File: config.mk
export PLATFORM = sky130hd
export DESIGN_NAME = mux_rr_stream_nch
export DESIGN_NICKNAME = d
export VERILOG_FILES = /design/src/rtl/mux_rr_stream_nch.sv
export SDC_FILE = /design/constraint.sdc
export NUM_CORES = 1
export LEC_CHECK = 0
export CORE_MARGIN = 2
export CORE_UTILIZATION = 60
export DETAILED_ROUTE_END_ITERATION = 12
export DONT_BUFFER_PORTS = 1
export GPL_ROUTABILITY_DRIVEN = 0
export GPL_TIMING_DRIVEN = 0
export PLACE_DENSITY = 0.74
export SYNTH_ARGS = -nofsm -noshare
export SYNTH_HDL_FRONTEND = slang
export SYNTH_SLANG_ARGS = --single-unit
File: constraint.sdc
create_clock -name clk -period 6 [get_ports clk]
set_clock_uncertainty 0.05 [all_clocks]
set_input_delay 1.8 -clock clk [delete_from_list [all_inputs] [get_ports clk]]
set_output_delay 1.8 -clock clk [all_outputs]
set_load 0.1 [all_outputs]
File: src/rtl/mux_rr_stream_nch.sv
// mux_rr_stream_nch
//   N-channel, WIDTH-bit streaming multiplexer with valid/ready handshakes. A round-robin
//   arbiter picks one requesting channel per cycle and forwards its word through a single
//   output register. Full throughput is one word per clock.
//
//   Optional feature (compile-time macro MUX_PKT_LOCK_EN): packet lock. After a channel
//   transfers a beat with in_last=0 the grant stays with that channel until it transfers
//   a beat with in_last=1. Adds ports in_last / out_last.
//
// Ports
//   clk        in   rising-edge clock
//   rst_n      in   synchronous reset, active-low
//   in_data    in   NCH*WIDTH, channel i at [i*WIDTH +: WIDTH]
//   in_valid   in   NCH, channel i presents a word
//   in_ready   out  NCH, channel i word accepted (combinational, at most one bit set)
//   out_data   out  WIDTH, registered selected word
//   out_chan   out  CW, source channel of out_data
//   out_valid  out  output register holds a word
//   out_ready  in   consumer accepts
//   in_last    in   NCH, last beat of packet (MUX_PKT_LOCK_EN only)
//   out_last   out  registered copy of accepted in_last (MUX_PKT_LOCK_EN only)

module mux_rr_stream_nch #(
  parameter int unsigned WIDTH = 8,
  parameter int unsigned NCH   = 4,
  parameter int unsigned CW    = (NCH > 1) ? $clog2(NCH) : 1
) (
  input  logic                 clk,
  input  logic                 rst_n,
  input  logic [NCH*WIDTH-1:0] in_data,
  input  logic [NCH-1:0]       in_valid,
  output logic [NCH-1:0]       in_ready,
  output logic [WIDTH-1:0]     out_data,
  output logic [CW-1:0]        out_chan,
  output logic                 out_valid,
  input  logic                 out_ready
`ifdef MUX_PKT_LOCK_EN
  ,
  input  logic [NCH-1:0]       in_last,
  output logic                 out_last
`endif
);

  logic [WIDTH-1:0] r_data;
  logic [CW-1:0]    r_chan;
  logic             r_valid;
  logic [CW-1:0]    r_last_grant;

  logic             w_load;
  logic             w_lock;
  logic             w_found;
  logic [CW-1:0]    w_gidx;
  logic [CW-1:0]    w_cand;
  logic [NCH-1:0]   w_grant;
  logic [WIDTH-1:0] w_sel_data;

`ifdef MUX_PKT_LOCK_EN
  logic r_lock;
  logic r_last;
  logic w_sel_last;
  assign w_lock   = r_lock;
  assign out_last = r_last;
`else
  assign w_lock = 1'b0;
`endif

  // The register can take a new word in the same cycle the old one leaves.
  assign w_load = !r_valid | out_ready;

  // Round-robin search from last_grant+1, wrapping, ending at last_grant itself.
  always_comb begin
    w_found = 1'b0;
    w_gidx  = r_last_grant;
    w_cand  = r_last_grant;
    w_grant = '0;
    if (w_lock) begin
      // Locked: only the packet owner may be granted, even when it is idle.
      if (in_valid[r_last_grant]) begin
        w_found = 1'b1;
      end
    end else begin
      for (int unsigned k = 1; k <= NCH; k++) begin
        w_cand = CW'((32'(r_last_grant) + k) % NCH);
        if (!w_found && in_valid[w_cand]) begin
          w_found = 1'b1;
          w_gidx  = w_cand;
        end
      end
    end
    if (w_found) begin
      w_grant[w_gidx] = 1'b1;
    end
  end

  // One-hot AND-OR select of the granted channel's word.
  always_comb begin
    w_sel_data = '0;
`ifdef MUX_PKT_LOCK_EN
    w_sel_last = 1'b0;
`endif
    for (int unsigned i = 0; i < NCH; i++) begin
      if (w_grant[i]) begin
        w_sel_data = in_data[i*WIDTH +: WIDTH];
`ifdef MUX_PKT_LOCK_EN
        w_sel_last = in_last[i];
`endif
      end
    end
  end

  assign in_ready = w_grant & {NCH{w_load & rst_n}};

  always_ff @(posedge clk) begin
    if (!rst_n) begin
      r_valid      <= 1'b0;
      r_data       <= '0;
      r_chan       <= '0;
      // Pointer at the top channel so channel 0 wins first.
      r_last_grant <= CW'(NCH - 1);
`ifdef MUX_PKT_LOCK_EN
      r_last       <= 1'b0;
      r_lock       <= 1'b0;
`endif
    end else if (w_load) begin
      if (w_found) begin
        r_valid      <= 1'b1;
        r_data       <= w_sel_data;
        r_chan       <= w_gidx;
        r_last_grant <= w_gidx;
`ifdef MUX_PKT_LOCK_EN
        r_last       <= w_sel_last;
        r_lock       <= !w_sel_last;
`endif
      end else begin
        r_valid <= 1'b0;
      end
    end
  end

  assign out_data  = r_data;
  assign out_chan  = r_chan;
  assign out_valid = r_valid;

endmodule

==> impl_metrics.tcl, run 1 <==
set metrics [dict create \
    outcome "finished, final reports clean" \
    r2r_slack_ns 3.80 \
    yosysSeqAreaShare 0.275 \
    antenna_found_initial 0 \
    seqPwrFrac 0.529 \
    reg2reg_from "out_valid" \
    htreeDepth 1 \
    clk_path_buf_depth 2 \
    synth_flop_cell "dfxtp_1" \
    syn_nets 150 \
    avgSynthCellArea_sq_um 8.52 \
    die_w_microns 43.7 \
    power_density_nw_per_um2 321 \
    rsz0062_at_grt "false" \
    ctsResizeCount 0 \
    intPower_mw 0.164 \
    worstPathCellList "buf_6 > nor2b_1 > a211o_1 > a21oi_4 > nor3b_4" \
    met3_length_microns 178 \
    wl_met2_microns 1200 \
    end_kind "output pin" \
    cp.required_ns 4.15 \
    path_buf_inv 1 \
    cap_violations 0 \
    synth-edff-count 0 \
    cts_root_buffer "clkbuf_4" \
    combPwrFrac 0.301 \
    yosys.area.top_type_share 0.275 \
    drt_first_pass_iters 4 \
    antenna_left 0 \
    cts_hold_buf 0 \
    wl_per_cell_microns 18.6 \
    layout_commonest_cell "dfxtp_1" \
    syn_area_sq_um 946 \
    synth_fa_ha_area_frac 0 \
    synth_top_family_by_area "compound AO/OA/AOI/OAI gates" \
    wirelength_microns 2440 \
    swShare 0.500 \
    grt_max_degree 11 \
    syn_to_final_growth_pct 7.94 \
    post-cts-setup-buffers 0 \
    whs_path_depth 2 \
    hold_end "r_last_grant[0]" \
    crit_fanout 10 \
    r2r-end "out_data[3]" \
    setup_viol 0 \
    io_pins 54 \
    path_class "in2out" \
    final-hold-violation-count 0 \
    initial_utilization 0.635 \
    grt_pass1_wl_microns 4050 \
    clockPowerShare 0.171 \
    cts_tree "yes" \
    core_sq_um 1490 \
    crit_family "simple AND/OR/NAND/NOR gates" \
    synth-async-reset-ratio 0 \
    cts_buffers 3 \
    fin_tns_setup_ns 0 \
    wl_met1_microns 1030 \
    min_period_ns 5.44 \
    remaining_drc_errors 0 \
    cp-start-kind "input port" \
    worstHoldPathType "reg2reg" \
    instances_no_fill 131 \
    cpPeakStageDelay_ns 0.91 \
    rows 14 \
    dpl.hpwl_microns 1790 \
    fmax_ghz 0.184 \
    dr.max_layer_used "met4" \
    first_global_vias 916 \
    cts.sinks 13 \
    finalCritPeriodShare 0.906 \
    yosysTopAreaCell "dfxtp_1" \
    synth_top_cells_by_area "dfxtp_1 (28%), nor3b_2 (9.3%), a221o_1 (7.4%)" \
    fin_util 0.686 \
    hold_start "r_last_grant[0]" \
    dr.first_iter.drc_count 25 \
    p_leak_nw 0.402 \
    synth_seq_cells 13 \
    syn_inst 111 \
    insertion_delay_ns 0.28 \
    layout_common_cells "dfxtp_1 (13), o21ai_0 (12), nor2_1 (9), a21o_1 (9)" \
    tightest_slew_ns 1.07 \
    dp.cells 127 \
    clk_pin_slew_worst_paths_ns 0.08 \
    drv_slew 0 \
    synth_compound_area_frac 0.411 \
    die_h_microns 43.7 \
    port_buffers 0 \
    vias 911 \
    vdd_drop_max_uv 205 \
    fillers 133 \
    diodes 0 \
    slowest_stage "nor3b_4" \
    synth.distinct_cells 32 \
    die_area_sq_um 1910 \
    synthSimpleGateAreaFrac 0.265 \
    overflow 0 \
    layout-drive-gt1-share 0.209 \
    track_usage 0.290 \
    synth_xor_area_frac 0 \
    final_nets 155 \
    synthMuxAreaShare 0 \
    relSlewSlack 0.283 \
    arrival_ns 3.59 \
    switching_power_mw 0.164 \
    ff2ff_path_depth 5 \
    yosys_warnings 0 \
    vias_per_cell 6.95 \
]
==> flip-flops by register name (all words and copies together), names as in the netlist <==
register and flops:
out_data 8, out_chan 2, r_last_grant 2, out_valid 1
==> routing by layer <==
layer,global-route usage,vias to the layer above
li1,-,435
met1,0.370,425
met2,0.471,47
met3,0.0667,4
met4,0.115,0
met5,0,-
==> layout make-up <==
type / count / area (sq um) / area share
multi-input combinational: 91 / 668 / 0.654
clock buffer: 4 / 26.3 / 0.0257
buffer: 5 / 38.8 / 0.0380
inverter: 2 / 7.51 / 0.00735
sequential: 13 / 260 / 0.255
tap: 16 / 20.0 / 0.0196
==> synthesized netlist by cell type, types with 2 or more instances <==
| cell | count |
|---|---|
| inv_1 | 2 |
| nor3b_2 | 7 |
| nor3b_1 | 2 |
| nand2b_1 | 5 |
| dfxtp_1 | 13 |
| nand2_1 | 7 |
| o21ai_0 | 12 |
| a21oi_1 | 4 |
| buf_6 | 2 |
| nor2_1 | 11 |
| o211ai_1 | 2 |
| nand3_1 | 3 |
| a21o_1 | 9 |
| o22ai_1 | 7 |
| a221o_1 | 7 |
| nor2b_1 | 2 |
==> power groups by stage <==
| stage | registers [mW] | clock network (mW) | logic [mW] |
|---|---|---|---|
| finish | 0.173 | 0.0558 | 0.0984 |
| global route | 0.175 | 0.0600 | 0.108 |
| CTS | 0.173 | 0.0563 | 0.0985 |
| detailed placement | 0.175 | 0 | 0.0982 |
| global placement | 0.174 | 0 | 0.0922 |
| floorplan | 0.172 | 0 | 0.0820 |
==> cell families after synthesis <==
logic type      after synthesis
compound gates               51
simple gates                 40
flops                        13
buf+inv                       7
==> worst reg2reg max path: cells and delay by family, from the launching register on <==
family	cells	cell delay, ns
AO/OA/AOI/OAI	2	0.26
flip-flops	1	0.98
AND/OR/NAND/NOR	3	0.84
==> per-stage QoR <==
step | power [mW] | hold WS, ns | setup WS [ns] | instance area [sq um]
floorplan | 0.254 | 0.490 | 0.324 | 956
finish | 0.328 | 0.583 | 0.563 | 1020
global route | 0.343 | 0.630 | 0.451 | 1020
global placement | 0.267 | 0.552 | 0.174 | 976
CTS | 0.328 | 0.582 | 0.543 | 1020
detailed placement | 0.273 | 0.564 | 0.542 | 995
==> worst max-delay path by stage <==
stage,from,end,slack [ns],depth (start not counted)
5_1_grt,in_valid[1],in_ready[0],0.45,5
4_1_cts,in_valid[1],in_ready[0],0.54,5
6_report,in_valid[1],in_ready[0],0.56,5
3_3_place_gp,in_valid[1],in_ready[0],0.17,5
3_5_place_dp,in_valid[1],in_ready[0],0.54,5
2_1_floorplan,in_valid[1],in_ready[0],0.32,5
Power figures use the tool's default switching activity.
==> inputs of run 2 (changes only) <==
Settings changed: ABC_AREA set to 1.
Clock period 6 ns to 6.1 ns, I/O delays scaled along.
==> run 2 against run 1 <==
Final area increased by 24%. Utilization increased by 3.2 points. First-iteration DRC count increased by 8.0%. Critical path type unchanged. Critical endpoint unchanged.
==> impl_metrics.tcl, run 2 <==
set metrics [dict create \
    outcome "finished, final reports clean" \
    end_kind "output pin" \
    rsz0062_at_grt "false" \
    cts_tree "yes" \
    slowest_stage "nor4_4" \
    io_pins 54 \
    synth.distinct_cells 20 \
    die_h_microns 47.9 \
    synth_top_cells_by_area "nand2_1 (28%), dfxtp_1 (23%), nand3_1 (10%)" \
    syn_inst 203 \
    reg2reg_from "r_last_grant[1]" \
    yosysMostFrequentCell "nand2_1" \
    crit_fanout 10 \
    rows 15 \
    layout_common_cells "nand2_1 (86), nand3_1 (24), inv_1 (23), dfxtp_1 (13), a21oi_1 (11)" \
    cts.sinks 13 \
    synth_flop_cell "dfxtp_1" \
    hold_end "r_last_grant[1]" \
    r2r-end "out_data[6]" \
    vias 1256 \
    r2r_slack_ns 3.91 \
    port_buffers 0 \
    antenna_left 0 \
    synth-async-reset-ratio 0 \
    post-cts-setup-buffers 0 \
    cap_violations 0 \
    first_global_vias 1053 \
    wl_per_cell_microns 12.1 \
    drv_slew 0 \
    layout_commonest_cell "nand2_1" \
    cts_root_buffer "clkbuf_4" \
    yosysTopAreaCell "nand2_1" \
    wirelength_microns 2810 \
    largest_reg_flops 8 \
    fin_tns_setup_ns 0 \
    initial_utilization 0.655 \
    clk_path_buf_depth 2 \
    syn_to_final_growth_pct 9.52 \
    cp-start-kind "input port" \
    min_period_ns 5.68 \
    worstHoldPathType "reg2reg" \
    dr.first_iter.drc_count 27 \
    cpPeakStageDelay_ns 1.01 \
    relSlewSlack 0.113 \
    yosys_warnings 0 \
    track_usage 0.252 \
    whs_path_depth 2 \
    layout-drive-gt1-share 0.159 \
    finalCritPeriodShare 0.931 \
    cp.required_ns 4.22 \
    synth_seq_cells 13 \
    cts_buffers 3 \
    fillers 179 \
    arrival_ns 3.80 \
    dpl.hpwl_microns 2260 \
    worstPathCellList "inv_1 > nand2_1 > nand3_1 > nand2_1 > nor2_4 > nand2_1 > nand3_1 > nand2_2 > buf_2 > nor4_4" \
    grt_pass1_wl_microns 4150 \
    avgSynthCellArea_sq_um 5.70 \
    timing.final.ws_setup_ns 0.423 \
    regArea_sq_um 260 \
    hold_start "r_last_grant[1]" \
    synth_common_cells "nand2_1 (86), nand3_1 (24), inv_1 (23), dfxtp_1 (13), a21oi_1 (11)" \
    grt_max_degree 11 \
    remaining_drc_errors 0 \
    die_w_microns 47.9 \
    path_buf_inv 2 \
    insertion_delay_ns 0.27 \
    final-hold-violation-count 0 \
    critical_path.most_common_cell "nand2_1" \
    setup_viol 0 \
    ctsResizeCount 0 \
    drt_first_pass_iters 4 \
    antenna_found_initial 0 \
    synth-edff-count 0 \
    final_nets 247 \
    tightest_slew_ns 1.32 \
    overflow 0 \
    syn_nets 242 \
    yosysSeqAreaShare 0.225 \
    syn_area_sq_um 1160 \
    crit_family "simple AND/OR/NAND/NOR gates" \
    core_sq_um 1760 \
    vias_per_cell 5.41 \
    clk_pin_slew_worst_paths_ns 0.08 \
    multi_input_area_sq_um 769 \
    pre_cts_ws_ns 0.421 \
    path_class "in2out" \
    cts_hold_buf 0 \
    htreeDepth 1 \
    ff2ff_path_depth 15 \
    die_area_sq_um 2290 \
    fmax_ghz 0.176 \
    yosys.area.top_type_share 0.279 \
    diodes 0 \
]
run 2: cell count changes in the layout (fill, tap and decap cells not counted), moves of 6 or more:
cell / previous run / this run
o22ai_1: 7 / 0
inv_1: 2 / 23
a221o_1: 7 / 0
inv_2: 0 / 6
nand2_2: 0 / 7
o211ai_1: 2 / 10
nor2_1: 9 / 1
a21o_1: 9 / 0
nand3_1: 3 / 24
o21ai_0: 12 / 1
nand2_1: 7 / 86
nor3b_2: 7 / 0
a21oi_1: 4 / 11
run 2: cell type report:
| class | instances | area share |
|---|---|---|
| buffer | 8 | 0.0524 |
| clock buffer | 4 | 0.0208 |
| inverter | 30 | 0.0889 |
| multi-input combinational | 152 | 0.608 |
| sequential | 13 | 0.206 |
| tap | 25 | 0.0247 |
run 2: through the flow:
step / cell area [sq um] / hold slack, ns / cells / utilization
after detailed placement: 1240 / 0.618 / 228 / 0.703
after global placement: 1210 / 0.611 / 228 / 0.686
after CTS: 1270 / 0.636 / 232 / 0.718
after global routing: 1270 / 0.688 / 232 / 0.718
after floorplan: 1180 / 0.542 / 203 / -
final: 1270 / 0.647 / 232 / 0.718
run 2: worst max-delay path by stage:
stage                startpoint     endpoint  slack (ns)  cells after the start
finish              in_valid[1]  in_ready[0]        0.42                     10
global route        in_valid[3]  in_ready[0]        0.24                     10
CTS                 in_valid[1]  in_ready[0]        0.42                     10
detailed placement  in_valid[1]  in_ready[0]        0.42                     10
global placement    in_valid[1]  in_ready[0]       -0.20                     10
floorplan           in_valid[1]  in_ready[0]       -0.09                     10
run 2: logic make-up (layout without fill, tap and decap cells):
kind of cell	count (synthesis)	after routing	share of synthesized area
AO/OA/AOI/OAI	25	25	0.132
buffers and inverters	38	42	0.155
flip-flops	13	13	0.225
AND/OR/NAND/NOR	127	127	0.488
run 2: layer usage:
layer,GRT usage,part of all wire,up-vias
li1,-,-,654
met1,0.262,0.40,555
met2,0.509,0.54,45
met3,0.0642,0.058,2
met4,0.0270,0.0050,0
met5,0,0,-
run 2: worst min-delay path, cell delays in order, from the launching register on:
cell and delay [ns]:
dfxtp_1 0.40, inv_2 0.15, o211ai_1 0.10
Power of run 2 is not shown: default switching activity piles up to over one toggle a cycle in this logic, so the estimate is an artifact.
